$ cat src/rtl/gpr_wr_arbiter.sv
// -----------------------------------------------------------------------------
// gpr_wr_arbiter
//
// Owns the single GPR-file write port in the write-back stage. The port is
// shared between the pipeline write-back path (WB pipeline register) and the
// long-latency multiply/divide unit (MDU). One MDU result can be parked in a
// holding register. WB normally has priority. A parked result that keeps
// losing is eventually force-written with a one-cycle pipeline stall.
//
// A busy scoreboard records registers whose value is still owed by the MDU.
// Decode source reads (RAW) and new MDU destinations (WAW) that hit a busy
// register raise stall.
//
// Ports
//   clk, rst_n          clock, asynchronous active-low reset
//   enable_CPU          global pipeline advance enable
//   wb_we/addr/data     WB stage write request
//   mdu_issue(_addr)    MDU op launched this cycle, and its destination
//   mdu_valid/addr/data MDU result offered to the arbiter
//   mdu_ready           arbiter can accept an MDU result this cycle
//   rs/rt_addr, _used   decode source registers and their use flags
//   gpr_we/waddr/wdata  GPR file write port
//   stall               freeze pipeline (hazard or forced MDU write)
//   busy_map            scoreboard, bit n set = register n awaits MDU result
// -----------------------------------------------------------------------------
module gpr_wr_arbiter #(
  parameter int DATA_W     = 32,
  parameter int ADDR_W     = 5,
  parameter int STARVE_MAX = 4
) (
  input  logic                     clk,
  input  logic                     rst_n,
  input  logic                     enable_CPU,
  input  logic                     wb_we,
  input  logic [ADDR_W-1:0]        wb_addr,
  input  logic [DATA_W-1:0]        wb_data,
  input  logic                     mdu_issue,
  input  logic [ADDR_W-1:0]        mdu_issue_addr,
  input  logic                     mdu_valid,
  input  logic [ADDR_W-1:0]        mdu_addr,
  input  logic [DATA_W-1:0]        mdu_data,
  output logic                     mdu_ready,
  input  logic [ADDR_W-1:0]        rs_addr,
  input  logic [ADDR_W-1:0]        rt_addr,
  input  logic                     rs_used,
  input  logic                     rt_used,
  output logic                     gpr_we,
  output logic [ADDR_W-1:0]        gpr_waddr,
  output logic [DATA_W-1:0]        gpr_wdata,
  output logic                     stall,
  output logic [(1<<ADDR_W)-1:0]   busy_map
);

  localparam int NREG = 1 << ADDR_W;

  // Denial count at which the next denial escalates to a forced write.
  localparam logic [3:0] STARVE_LAST = 4'(STARVE_MAX - 1);

  typedef enum logic [1:0] {
    ST_IDLE  = 2'd0,
    ST_HOLD  = 2'd1,
    ST_FORCE = 2'd2
  } state_e;

  // One-hot decode of a register address into a scoreboard mask.
  function automatic logic [NREG-1:0] addr_mask(input logic [ADDR_W-1:0] a);
    logic [NREG-1:0] m;
    m    = {NREG{1'b0}};
    m[a] = 1'b1;
    return m;
  endfunction

  // Registered state
  state_e             state_q,      state_d;
  logic [3:0]         starve_cnt_q, starve_cnt_d;
  logic               hold_valid_q, hold_valid_d;
  logic [ADDR_W-1:0]  hold_addr_q,  hold_addr_d;
  logic [DATA_W-1:0]  hold_data_q,  hold_data_d;
  logic [NREG-1:0]    busy_q,       busy_d;

  // Combinational decisions
  logic wb_win;
  logic hold_win;
  logic capture;
  logic hazard;

  // Port grant: WB has priority except during a forced MDU write.
  always_comb begin
    mdu_ready = ~hold_valid_q;
    capture   = mdu_valid & ~hold_valid_q;
    wb_win    = enable_CPU & wb_we & (wb_addr != {ADDR_W{1'b0}}) &
                (state_q != ST_FORCE);
    // Hold is serviced whenever WB does not take the port, including while
    // the pipeline is frozen (enable_CPU low).
    hold_win  = hold_valid_q & ~wb_win;
  end

  // Write-port mux; a granted hold entry for register 0 is consumed silently.
  always_comb begin
    gpr_we    = 1'b0;
    gpr_waddr = {ADDR_W{1'b0}};
    gpr_wdata = {DATA_W{1'b0}};
    if (wb_win) begin
      gpr_we    = 1'b1;
      gpr_waddr = wb_addr;
      gpr_wdata = wb_data;
    end else if (hold_win && (hold_addr_q != {ADDR_W{1'b0}})) begin
      gpr_we    = 1'b1;
      gpr_waddr = hold_addr_q;
      gpr_wdata = hold_data_q;
    end else begin
      gpr_we    = 1'b0;
    end
  end

  // Holding register next-state: capture and drain never coincide because
  // capture requires the slot to be empty.
  always_comb begin
    hold_valid_d = hold_valid_q;
    hold_addr_d  = hold_addr_q;
    hold_data_d  = hold_data_q;
    if (capture) begin
      hold_valid_d = 1'b1;
      hold_addr_d  = mdu_addr;
      hold_data_d  = mdu_data;
    end else if (hold_win) begin
      hold_valid_d = 1'b0;
    end else begin
      hold_valid_d = hold_valid_q;
    end
  end

  // Starvation FSM next-state and denial counter.
  always_comb begin
    state_d      = state_q;
    starve_cnt_d = starve_cnt_q;
    case (state_q)
      ST_IDLE: begin
        if (capture) begin
          state_d      = ST_HOLD;
          starve_cnt_d = 4'd0;
        end else begin
          state_d      = ST_IDLE;
        end
      end
      ST_HOLD: begin
        if (hold_win) begin
          state_d      = ST_IDLE;
          starve_cnt_d = 4'd0;
        end else if (enable_CPU) begin
          // Denied by WB this cycle.
          if (starve_cnt_q == STARVE_LAST) begin
            state_d      = ST_FORCE;
          end else begin
            starve_cnt_d = starve_cnt_q + 4'd1;
          end
        end else begin
          // Counter freezes while the pipeline is held.
          starve_cnt_d = starve_cnt_q;
        end
      end
      ST_FORCE: begin
        // WB is locked out, so the hold entry is always written here.
        state_d      = ST_IDLE;
        starve_cnt_d = 4'd0;
      end
      default: begin
        state_d      = ST_IDLE;
        starve_cnt_d = 4'd0;
      end
    endcase
  end

  // Scoreboard next-state: clear on hold grant, then set on issue so that a
  // same-address set/clear leaves the bit set.
  always_comb begin
    busy_d = busy_q;
    if (hold_win) begin
      busy_d = busy_d & ~addr_mask(hold_addr_q);
    end else begin
      busy_d = busy_d;
    end
    if (enable_CPU && mdu_issue && (mdu_issue_addr != {ADDR_W{1'b0}})) begin
      busy_d = busy_d | addr_mask(mdu_issue_addr);
    end else begin
      busy_d = busy_d;
    end
  end

  // Hazard detection against the registered scoreboard and stall output.
  always_comb begin
    hazard   = (rs_used   & busy_q[rs_addr]) |
               (rt_used   & busy_q[rt_addr]) |
               (mdu_issue & busy_q[mdu_issue_addr]);
    stall    = hazard | (state_q == ST_FORCE);
    busy_map = busy_q;
  end

  // State registers; reset discards any held result and the scoreboard.
  always_ff @(posedge clk or negedge rst_n) begin
    if (!rst_n) begin
      state_q      <= ST_IDLE;
      starve_cnt_q <= 4'd0;
      hold_valid_q <= 1'b0;
      hold_addr_q  <= {ADDR_W{1'b0}};
      hold_data_q  <= {DATA_W{1'b0}};
      busy_q       <= {NREG{1'b0}};
    end else begin
      state_q      <= state_d;
      starve_cnt_q <= starve_cnt_d;
      hold_valid_q <= hold_valid_d;
      hold_addr_q  <= hold_addr_d;
      hold_data_q  <= hold_data_d;
      busy_q       <= busy_d;
    end
  end

endmodule

$ cat config.mk
export PLATFORM = sky130hd
export DESIGN_NAME = gpr_wr_arbiter
export DESIGN_NICKNAME = d
export VERILOG_FILES = /design/src/rtl/gpr_wr_arbiter.sv
export SDC_FILE = /design/constraint.sdc
export NUM_CORES = 1
export LEC_CHECK = 0
export BUFFER_PORTS_ARGS = -buffer_cell sky130_fd_sc_hd__buf_2
export CORE_MARGIN = 2
export CORE_UTILIZATION = 49
export CTS_CLUSTER_DIAMETER = 40
export DETAILED_ROUTE_END_ITERATION = 10
export PLACE_DENSITY_LB_ADDON = 0.2
export SETUP_SLACK_MARGIN = 0.1
export SLEW_MARGIN = 5
export SYNTH_ARGS = -nofsm -noshare
export SYNTH_HDL_FRONTEND = slang
export SYNTH_SLANG_ARGS = --single-unit
$ cat constraint.sdc
create_clock -name clk -period 2.3 [get_ports clk]
set_input_delay 0.115 -clock clk [delete_from_list [all_inputs] [get_ports clk]]
set_output_delay 0.115 -clock clk [all_outputs]
set_load 0.02 [all_outputs]
Word level (Yosys, flattened, before mapping):

Index checks and enable logic that the tools add are counted.

* reduce and logical (&&, ||, !) cells: 12
* equal/unequal tests: 8
* mux-type cells: 30
* bitwise logic cells: 16
* $add $sub $neg: 1
* $lt $le $gt $ge: 6

Operator list (number)
* $mux W32: 4
* $and A32 B32 Y32: 1
* $not A32 Y32: 1
* $or A32 B32 Y32: 1
* $lt A5 B6 Y1 const B: 4
* $mux W4: 4
* $bmux W1 S5: 3
* $reduce_bool A5 Y1: 3
* $demux W1 S5: 2
* $ge A5 B1 Y1 const B: 2
* $mux W1: 10
* $mux W5: 2
* $ne A3 B3 Y1 const B: 3
* $and A1 B1 Y1: 8
* $pmux W4 S2: 1
* $mux W2: 3
* $logic_and A1 B1 Y1: 5
* $add A4 B1 Y4 const B: 1
* $eq A4 B2 Y1 const B: 1
* $ne A2 B2 Y1 const B: 2
* $pmux W2 S2: 1
* $or A1 B1 Y1: 3
* $reduce_and A3 Y1: 1
* $eq A2 B1 Y1 const B: 1
* 5 further kinds: 6

* bits of input ports: 97
* word-level logic and storage cells: 79
* output and inout bits: 72
* register bits: 76

Longest topological paths before layout:

* depth after elaboration: 9
* gate-level depth with buffers: 8
* mapped depth without buffers: 6

Worst setup path before layout:

No wires, ideal clock.

* path type: flip-flop to output port
* start: register state_q[0]
* end: output port gpr_waddr[2]
* path buffers: 3
* arrival: 1.815 ns
* required time: 2.185 ns
* path slack: 0.370 ns
* stages on the path, launching flop included: 8
* cells stage by stage: dfrtp_1 -> nand2b_1 -> and3_1 -> clkbuf_1 -> o21a_1 -> buf_6 -> clkbuf_1 -> o21ai_0

* word-level cells in the longest chain between the ends: 7

Ends and longest elaborated chain
* start: declaration: RTL line 74 `state_e state_q, state_d;`
* start signal: assignment: RTL line 209 `state_q <= state_d;`
* $ne A2 B2 Y1 (*): RTL line 92 `(state_q != ST_FORCE);`
* $and A1 B1 Y1 (*): RTL line 91 `wb_win = enable_CPU & wb_we & (wb_addr != {ADDR_W{1'b0}}) &`
* $not A1 Y1: RTL line 95 `hold_win = hold_valid_q & ~wb_win;`
* $and A1 B1 Y1: RTL line 95
* $logic_and A1 B1 Y1: RTL line 107 `end else if (hold_win && (hold_addr_q != {ADDR_W{1'b0}})) begin`
* $mux W5: RTL line 107
* $mux W5 (*): RTL line 103 `if (wb_win) begin`
* end: declaration: RTL line 48 `output logic [ADDR_W-1:0] gpr_waddr,`

Mark *: on every way between the ends. The rest lies on a longest branch, timed or not.

Worst setup path after layout:

* start: register busy_q[9], in the netlist busy_map[9]
* end: output port stall

* word-level cells in the longest chain between the ends: 6
* elaborated cells between the ends (all ways): 12

Ends and longest elaborated chain
* start: declaration: RTL line 79 `logic [NREG-1:0] busy_q, busy_d;`
* start signal: assignment: RTL line 207 `busy_q <= {NREG{1'b0}};`
* start signal: assignment: RTL line 214 `busy_q <= busy_d;`
* $bmux W1 S5 (on tied branches): RTL line 192, 193
* $mux W1 (on tied branches): RTL line 192, 193
* $and A1 B1 Y1 (on tied branches): RTL line 192, 193
* $or A1 B1 Y1: RTL line 192 `hazard = (rs_used & busy_q[rs_addr]) |`
* $or A1 B1 Y1 (*): RTL line 193 `(rt_used & busy_q[rt_addr]) |`
* $or A1 B1 Y1 (*): RTL line 195 `stall = hazard | (state_q == ST_FORCE);`
* end: declaration: RTL line 50 `output logic stall,`

Mark *: on every way between the ends. The rest lies on a longest branch, timed or not. The select of a mux whose other input is x is not followed.

==> metrics <==
status complete, no violations; final WL between 10000 and 15000 µm; Unique masters post-synth 46; placed inst area approximately 5400 µm²; slew margin rel. approximately 37%; Synth Flop Type dfrtp_1; htree depth 3; synth warn 0; Final nets between 600 and 700; Ant. Diodes 0; maximum VDD drop just over 0.4 mV; CTS tree yes; CTS Root Cell clkbuf_8; GRT Total Usage a little over a quarter; Max Root-Sink Buffers 2; Yosys reg bits 76; FF/Latch Area approximately 1900 µm²; FMAX roughly 440 MHz; Post-Route Utilization 69.55%; Final Slew Violations 0; Async S/R FF share, synth 100.0%; Chip Height 98.43 µm; pin count of the biggest net entering global routing 77; drt pass-1 iters 5; Antenna Violating Nets Remaining 0; Syn Area/Cell 11.17 µm²; Final GP Congestion roughly 0.9; port bufs about 170; PD cells just over 800 nW/µm²; crit path DAT around 2.2 ns; die width slightly below 100 µm; final hold violations 0; grt total ovfl 0; Pleak 2.833 nW; number of global-route vias before repair 4308; Design Power between 4 and 5 mW; nature of the critical path endpoint primary output; clock skew about 0.008 ns; via count about 4300; Tmin final 2.282 ns; Die Area about 9700 µm²; sequential share of the synthesized area a little over two fifths; routed vias/inst ~6.0; setup TNS 0 ns; CORE AREA roughly 8700 µm²; worst-skew pair later-pin latency approximately 0.35 ns; Cells after Synth 391; worst-path maximum fanout 5; io pins around 170; global-route wire length before repair between 20000 and 25000 µm; Slew @ Worst Pin roughly 0.94 ns; Post-synth EDFFs 0; # fillers 650; Placement Rows 34; RSZ-0062 raised after global routing true; mapped cell area roughly 4400 µm²; initial antenna violation count 0; P&R area growth vs syn 38.14%; DP HPWL 9080 µm; wire per inst roughly 19 µm; Num CTS Buffers 9; share of cells above drive strength 1 roughly 47%; HP Class input port to flop; DRT iter0 DRCs 178; Setup violations, final 0; number of remaining DRC errors 0; post-route design area 6036 µm²; Reg clk slew, reported paths approximately 0.08 ns; Starting Density between 50% and 60%; Required @ worst endpoint 2.18 ns; max cap viols 0; Multi-input gate area approximately 2400 µm²; syn nets roughly 490; Clock Sinks between 70 and 80; fin crit share between 90 and 100%; kind of start point of the critical path flop; Crit Path Class flop to primary output
## registers in the layout, summed over array words and instances, names as in the netlist
| signal | cells |
|---|---|
| busy_map | 32 |
| starve_cnt_q | 4 |
| hold_data_q | 32 |
| hold_addr_q | 5 |
| state_q | 2 |
| hold_valid_q | 1 |
## cells by family after synthesis
group | share of synthesized area, %
buffers and inverters | 3.379
AOI/OAI and AO/OA | 19.30
DFF | 43.53
muxes | 23.60
adders and majority gates | 0.2863
and+or+nand+nor | 9.909
## report_power, final
group          leakage [nW]  switching [mW]  internal [mW]
Sequential            0.935           0.319           1.63
Clock                 0.102           0.501          0.611
Combinational          1.80           0.976          0.876
## critical path: stages (launching register included)
cell and delay [ns]:
dfrtp_1 0.43, mux4_2 0.46, nand2b_4 0.14, o211ai_1 0.14
mux2i_1 0.12, o221ai_1 0.20, nand4_1 0.14, buf_4 0.18
## placed cells by master (no fill, tap or decap), types with 9 or more instances in the layout
cell and count:
a22o_1 33, buf_2 165, buf_4 27, clkbuf_8 9, dfrtp_1 76, dlygate4sd3_1 31, mux2_2 38, mux2i_1 22
mux4_2 17, nand2_1 13, nor2_1 9, o21ai_0 56, o21ai_1 10
## Yosys cell counts (all sizes together), types with 2 or more instances
cell | count | area share (%)
nor2b | 4 | 0.57
nor3 | 7 | 1.1
dfrtp | 76 | 44
mux4 | 17 | 8.8
o22ai | 6 | 0.86
inv | 3 | 0.26
or4 | 3 | 0.60
nand4b | 2 | 0.40
nand4 | 2 | 0.29
mux2i | 22 | 5.0
a32o | 4 | 0.92
clkbuf | 20 | 1.7
nand3b | 7 | 1.2
nand2 | 13 | 1.1
buf | 10 | 1.4
and2 | 2 | 0.29
nand3 | 6 | 0.69
o21ai | 68 | 7.9
o31ai | 5 | 0.86
o21a | 2 | 0.34
or2 | 6 | 0.86
a22o | 33 | 6.6
a21oi | 5 | 0.57
mux2 | 38 | 9.8
or3 | 2 | 0.29
nand2b | 6 | 0.86
nor2 | 9 | 0.77
or3b | 3 | 0.60
## what timing repair did
action,in CTS,in global routing
endpoints found under the hold margin,104,2
setup buffers,7,3
pin swaps,4,3
resized for setup,13,1
setup endpoints to repair,38,42
gates cloned,1,0
hold buffers,29,2
## per-layer routing
layer	track usage [%]	routed length [µm]
met4	11.38	319
met3	5.887	1096
met2	45.74	6534
met5	0	0
met1	33.96	5293
## layout make-up
cell class              instances  share of cell area [%]
repair buffers                227                   23.07
clock inverters                 6                   1.472
well taps                     108                   2.239
multi-input cells             283                   39.41
inverters                       3                  0.1866
flip-flops and latches         76                   31.51
clock buffers                  10                   2.114
## stage by stage
stage	instances	worst slack, ns	hold slack, ns
2_1_floorplan	391	0.3701	-0.1806
4_1_cts	708	0.01004	0.0005936
3_3_place_gp	655	-0.09466	0.3204
3_5_place_dp	655	-0.1847	0.3204
5_1_grt	713	-0.07999	0.001116
6_report	713	0.01782	0.008567
## worst paths after layout
kind	from	to	slack, ns	depth (start not counted)
setup / recovery	busy_map[9]$_DFF_PN0_	stall	0.02	7
hold / removal	mdu_addr[1]	hold_addr_q[1]$_DFFE_PN0P_	0.009	2
setup reg to reg	state_q[0]$_DFFE_PN0P_	busy_map[12]$_DFF_PN0_	0.19	7
hold reg to reg	hold_data_q[24]$_DFFE_PN0P_	hold_data_q[24]$_DFFE_PN0P_	0.51	1
max in group asynchronous	rst_n	hold_data_q[26]$_DFFE_PN0P_	1.25	2
min in group asynchronous	rst_n	hold_data_q[5]$_DFFE_PN0P_	0.43	2
No activity file was read; power rests on OpenSTA's default activity.
